File: src/rtl/ponteh_pwm.sv
// H-bridge PWM driver: prescaled PWM counter, shadowed duty and a dead-time FSM between drive modes.
// Optional soft-start duty ramp is enabled by defining PONTEH_SOFTSTART_EN.
module ponteh_pwm #(
  parameter int unsigned PW = 8,
  parameter int unsigned DW = 4,
  parameter int unsigned DT = 4
) (
  input  logic          CLK,
  input  logic          RST,
  input  logic          WE,
  input  logic [1:0]    RGT,
  input  logic [PW-1:0] VLR,
  output logic          SA,
  output logic          SH,
  output logic          BRK,
  output logic          BSY
);

  localparam int unsigned DCW = (DT > 1) ? $clog2(DT) : 1;

  typedef enum logic [2:0] {StIdle, StDrvA, StDrvH, StBrake, StDead} state_e;

  state_e          state_q, state_d, target;
  logic [1:0]      ope_q, ope_d;
  logic [DW-1:0]   div_q, div_d;
  logic [PW-1:0]   cmo_q, cmo_d;
  logic [PW-1:0]   duty_q, duty_d;
  logic [DW-1:0]   psc_q, psc_d;
  logic [PW-1:0]   cnt_q, cnt_d;
  logic [DCW-1:0]  dead_q, dead_d;
  logic            sa_q, sa_d, sh_q, sh_d, brk_q, brk_d, bsy_q, bsy_d;
  logic            tick, wrap, pwm_on, dead_done;
`ifdef PONTEH_SOFTSTART_EN
  logic [PW-1:0]   eff_q, eff_d;
`endif

  always_comb begin
    unique case (ope_q)
      2'b01:   target = StDrvA;
      2'b10:   target = StDrvH;
      2'b11:   target = StBrake;
      default: target = StIdle;
    endcase
  end

  assign tick      = (psc_q == div_q);
  assign wrap      = tick && (cnt_q == {PW{1'b1}});
  assign dead_done = (dead_q == DCW'(DT - 1));

`ifdef PONTEH_SOFTSTART_EN
  assign pwm_on = (cnt_q < eff_q);
`else
  assign pwm_on = (cnt_q < duty_q);
`endif

  always_comb begin
    ope_d   = ope_q;
    div_d   = div_q;
    cmo_d   = cmo_q;
    duty_d  = duty_q;
    psc_d   = tick ? '0 : psc_q + DW'(1);
    cnt_d   = tick ? cnt_q + PW'(1) : cnt_q;
    dead_d  = dead_q;
    state_d = state_q;
`ifdef PONTEH_SOFTSTART_EN
    eff_d   = eff_q;
`endif

    if (wrap) begin
      duty_d = cmo_q;
`ifdef PONTEH_SOFTSTART_EN
      // Ramp one step per period, but never sit above the new shadow duty.
      eff_d = (eff_q < cmo_q) ? eff_q + PW'(1) : cmo_q;
`endif
    end

    if (state_q == StDead) begin
      dead_d = dead_q + DCW'(1);
      if (dead_done) begin
        state_d = target;
        dead_d  = '0;
        if (target == StDrvA || target == StDrvH) begin
          psc_d  = '0;
          cnt_d  = '0;
          duty_d = cmo_q;
`ifdef PONTEH_SOFTSTART_EN
          eff_d  = '0;
`endif
        end
      end
    end else if (target != state_q) begin
      state_d = StDead;
      dead_d  = '0;
    end

    if (WE) begin
      unique case (RGT)
        2'b00: ope_d = VLR[1:0];
        2'b01: begin
          div_d = VLR[DW-1:0];
          psc_d = '0;
        end
        2'b10: cmo_d = VLR;
        default: ;
      endcase
    end

    sa_d  = (state_q == StDrvA) && pwm_on;
    sh_d  = (state_q == StDrvH) && pwm_on;
    brk_d = (state_q == StBrake);
    bsy_d = (state_q == StDead);
  end

  always_ff @(posedge CLK) begin
    if (RST) begin
      state_q <= StIdle;
      ope_q   <= '0;
      div_q   <= '0;
      cmo_q   <= '0;
      duty_q  <= '0;
      psc_q   <= '0;
      cnt_q   <= '0;
      dead_q  <= '0;
      sa_q    <= 1'b0;
      sh_q    <= 1'b0;
      brk_q   <= 1'b0;
      bsy_q   <= 1'b0;
`ifdef PONTEH_SOFTSTART_EN
      eff_q   <= '0;
`endif
    end else begin
      state_q <= state_d;
      ope_q   <= ope_d;
      div_q   <= div_d;
      cmo_q   <= cmo_d;
      duty_q  <= duty_d;
      psc_q   <= psc_d;
      cnt_q   <= cnt_d;
      dead_q  <= dead_d;
      sa_q    <= sa_d;
      sh_q    <= sh_d;
      brk_q   <= brk_d;
      bsy_q   <= bsy_d;
`ifdef PONTEH_SOFTSTART_EN
      eff_q   <= eff_d;
`endif
    end
  end

  assign SA  = sa_q;
  assign SH  = sh_q;
  assign BRK = brk_q;
  assign BSY = bsy_q;

endmodule
File: config.mk
export PLATFORM = sky130hd
export DESIGN_NAME = ponteh_pwm
export DESIGN_NICKNAME = d
export VERILOG_FILES = /design/src/rtl/ponteh_pwm.sv
export SDC_FILE = /design/constraint.sdc
export NUM_CORES = 1
export LEC_CHECK = 0
export ABC_AREA = 0
export BUFFER_PORTS_ARGS = -buffer_cell sky130_fd_sc_hd__buf_2
export CAP_MARGIN = 15
export CORE_MARGIN = 1
export CORE_UTILIZATION = 38
export DETAILED_ROUTE_END_ITERATION = 6
export HOLD_SLACK_MARGIN = 0.1
export MAX_ROUTING_LAYER = met4
export PLACE_DENSITY_LB_ADDON = 0.2
export SETUP_SLACK_MARGIN = 0.02
export SKIP_LAST_GASP = 1
export SLEW_MARGIN = 20
export SYNTH_ARGS = -nofsm -noshare
export SYNTH_HDL_FRONTEND = slang
export SYNTH_SLANG_ARGS = --single-unit
File: constraint.sdc
create_clock -name CLK -period 3.8 [get_ports CLK]
set_input_delay 0.76 -clock CLK [delete_from_list [all_inputs] [get_ports CLK]]
set_output_delay 0.76 -clock CLK [all_outputs]
set_load 0.005 [all_outputs]
==> impl_summary.txt <==
----------------------------------------------------
[Timing]
  RSZ-0062 raised after global routing ... false
  Crit share post-route ... 0.466
  Maximum achievable frequency ... 565 MHz
  Setup violation total in the final timing report ... 0
  Period minus WS final ... 1770 ps
  Largest clock skew in the final design ... approximately 5.3 ps
  Post-Route Setup TNS ... 0 ps
  Actual transition at the worst max-transition pin ... ~510 ps
  Worst max-slew margin expressed relative to the limit ... 0.659
  Final worst slack ... 2030 ps
  Hold Fails Final Rpt ... 0
  Slew Viols, Final ... 0

[Detailed routing]
  Detailed-route wire length per cell ... around 13 um
  Post-route DRC ... 0
  Via count ... 1407
  Iteration-0 DRC Markers ... 40
  Remaining number of nets flagged by the antenna check after routing ... 0
  1st-pass router iterations ... 4
  Detail-routed via count per cell ... 4.97
  Routed WL ... 3640 um

[Cells and area]
  Nets ... 242
  Fill cell total of the finished layout ... between 400 and 500
  Antenna fix cells ... 0
  Finished Layout Cells ... between 200 and 300
  End-of-flow core utilization ... 0.455
  Most frequent cells in the layout ... sky130_fd_sc_hd__dfxtp_1, sky130_fd_sc_hd__nor2_1, sky130_fd_sc_hd__buf_2, sky130_fd_sc_hd__a21oi_1, sky130_fd_sc_hd__ha_1
  Synth-to-layout area growth ... 12.2%
  Post-Layout Inst Area ... 2190 um^2
  Most frequent standard cell in the layout excluding fill and tap cells ... sky130_fd_sc_hd__dfxtp_1
  Fraction of final layout cells with drive strength greater than 1 ... 0.139

[Critical path]
  Depth of the worst register-to-register path ... 4
  Cell with the biggest individual delay on the critical path ... sky130_fd_sc_hd__or4_1
  Buffer and inverter count on the worst path ... 0
  CP endpoint kind ... register
  Peak per-stage delay on the critical path ... 590 ps
  Cell breakdown of the critical path ... xnor2_1 -> nand4_2 -> or4_1 -> a21oi_1
  Critical path launch point type ... register
  CP arrival ... 2000 ps
  Worst setup path class ... register to register
  Startpoint of the most critical setup path ... psc_q[0]
  RR Startpoint ... psc_q[0]
  Data required, critical path ... between 4000 and 5000 ps
  Family of cells with the greatest summed delay on the critical path ... simple AND/OR/NAND/NOR gates
  Setup slack, reg-to-reg ... 2030 ps
  Max Fanout on Critical Path ... 15
  Capturing point of the worst reg2reg path ... cnt_q[7]

[CTS]
  CTS root buf ... sky130_fd_sc_hd__clkbuf_8
  Clock transition at path regs ... 80 ps
  Clock insertion delay at the later pin of the skew report ... 290 ps
  # resized after CTS ... 0
  Worst-case clock buffer depth ... 2
  Post-CTS Setup Inserts ... 0
  Num Clock Sinks ... between 40 and 50
  Hold Buf Count CTS ... 0
  Number of levels the H-tree was split into ... 2
  CTS buffer count ... 5
  CTS tree ... done

[Placement]
  Total half-perimeter wirelength after legalization and detailed placement ... 2610 um
  Total placed instance area ... 2090 um^2
  Post-Place Setup Slack ... 1880 ps
  GPL Wtd Cong ... 0.720
  Number of buffers inserted by port buffering ... 16
  Placed cell count ... 275

[Pwr]
  Peak supply drop ... 0.202 mV
  Power density over the cells ... 413 nW/um^2
  Leakage component of the power ... 0.000891 uW

[Outcome]
  Run status ... complete, no violations

[Hold path]
  Hold Path Depth ... 1
  Startpoint of the worst hold path ... dead_q[0]
  Hold path endpoint ... dead_q[0]
  Min-delay worst type ... register to register

[Logic synthesis]
  Number of flops mapped to enable cells by yosys ... 0
  Most frequently used flop master after synthesis ... sky130_fd_sc_hd__dfxtp_1
  Post-Synthesis Cells ... approximately 200
  Warnings, synthesis ... 0
  Mean post-synth cell area ... 9.91 um^2
  Share of synthesized flip-flops with an asynchronous set or reset ... 0
  Portion of the post-synthesis area used by sequential elements ... 0.441
  Synth Cell Area ... 1950 um^2
  Post-synth net total ... approximately 220
  Number of storage elements in the synthesis netlist ... 43
  Distinct cell type count of the synthesized netlist ... 40

[Run]
  Reported max-cap violation count ... 0

[Floorplanning]
  Starting utilization of the core area ... 0.405
  Die width ... 73.7 um
  Area of the core region ... 4820 um^2
  Standard-cell rows ... 25
  Boundary Pins ... 17
  Die area ... 5430 um^2
  Height of the chip ... around 74 um

[GRT]
  GR Util All Layers ... 0.160
  Total congestion overflow ... 0
  Number of antenna violations at the first check in global routing ... 0
  Global-route wire length before repair ... 6170 um
  Pin count of the biggest net entering global routing ... 29
  Via count of the first global-routing pass ... 1280

----------------------------------------------------
cell type report:
class | count | area (um^2) | area share
Multi-Input combinational cell | 137 | 1020 | 0.466
Sequential cell | 43 | 861 | 0.393
Clock buffer | 8 | 100 | 0.0457
Tap cell | 67 | 83.8 | 0.0383
Timing Repair Buffer | 16 | 80.1 | 0.0366
Inverter | 12 | 45.0 | 0.0206
power by group:
group / internal [uW] / total [uW] / switching [uW] / leakage, uW
registers: 466 / 484 / 17.9 / 0.000348
clock network: 166 / 321 / 155 / 0.0000515
logic: 42.2 / 98.7 / 56.5 / 0.000492
total: 675 / 904 / 229 / 0.000891
cell usage after synthesis (4+ instances only):
master,n,area share
sky130_fd_sc_hd__a21oi_1,14,0.036
sky130_fd_sc_hd__a22o_1,8,0.036
sky130_fd_sc_hd__dfxtp_1,43,0.44
sky130_fd_sc_hd__ha_1,14,0.090
sky130_fd_sc_hd__inv_1,12,0.023
sky130_fd_sc_hd__mux2i_1,13,0.067
sky130_fd_sc_hd__nand2_1,6,0.012
sky130_fd_sc_hd__nand2b_1,4,0.013
sky130_fd_sc_hd__nand3_1,5,0.013
sky130_fd_sc_hd__nor2_1,23,0.044
sky130_fd_sc_hd__o21ai_0,4,0.010
sky130_fd_sc_hd__o31ai_1,4,0.015
sky130_fd_sc_hd__or4_1,4,0.015
sky130_fd_sc_hd__xnor2_1,8,0.036
how the worst max path moves through the flow:
stage	endpoint	slack, ps	cells past startpoint
2_1_floorplan	cmo_q[0]	1990	4
3_3_place_gp	duty_q[3]	1890	4
3_5_place_dp	duty_q[2]	1880	4
4_1_cts	cnt_q[7]	1990	4
5_1_grt	duty_q[2]	1850	4
6_report	cnt_q[7]	2030	4
metal layers:
metal	up-vias	share of wire	global-route usage	wire length, um
met2	19	0.41	0.217	1480
li1	742	-	-	-
met3	7	0.034	0.0439	123
met5	-	0	-	0
met4	0	0.019	0.0705	68
met1	639	0.54	0.219	1970
registers in the layout (all words and copies together), names as in the netlist:
name and cells:
dead_q 2, duty_q 8, psc_q 4, div_q 4
SH 1, BRK 1, BSY 1, cmo_q 8
SA 1, state_q 3, ope_q 2, cnt_q 8
through the flow:
| stage | power [uW] | hold slack, ps |
|---|---|---|
| 2_1_floorplan | 569 | 428 |
| 3_3_place_gp | 593 | 449 |
| 3_5_place_dp | 595 | 459 |
| 4_1_cts | 916 | 470 |
| 5_1_grt | 953 | 503 |
| 6_report | 904 | 466 |
cell families after synthesis:
kind of cell	Yosys count	share of synthesized area
simple gates	60	0.174
flops	43	0.441
compound gates	41	0.152
buf+inv	17	0.0365
fa+ha+maj	14	0.0897
mux	13	0.0667
xor+xnor	9	0.0404
Note: power is estimated with default switching activity, not from simulation.
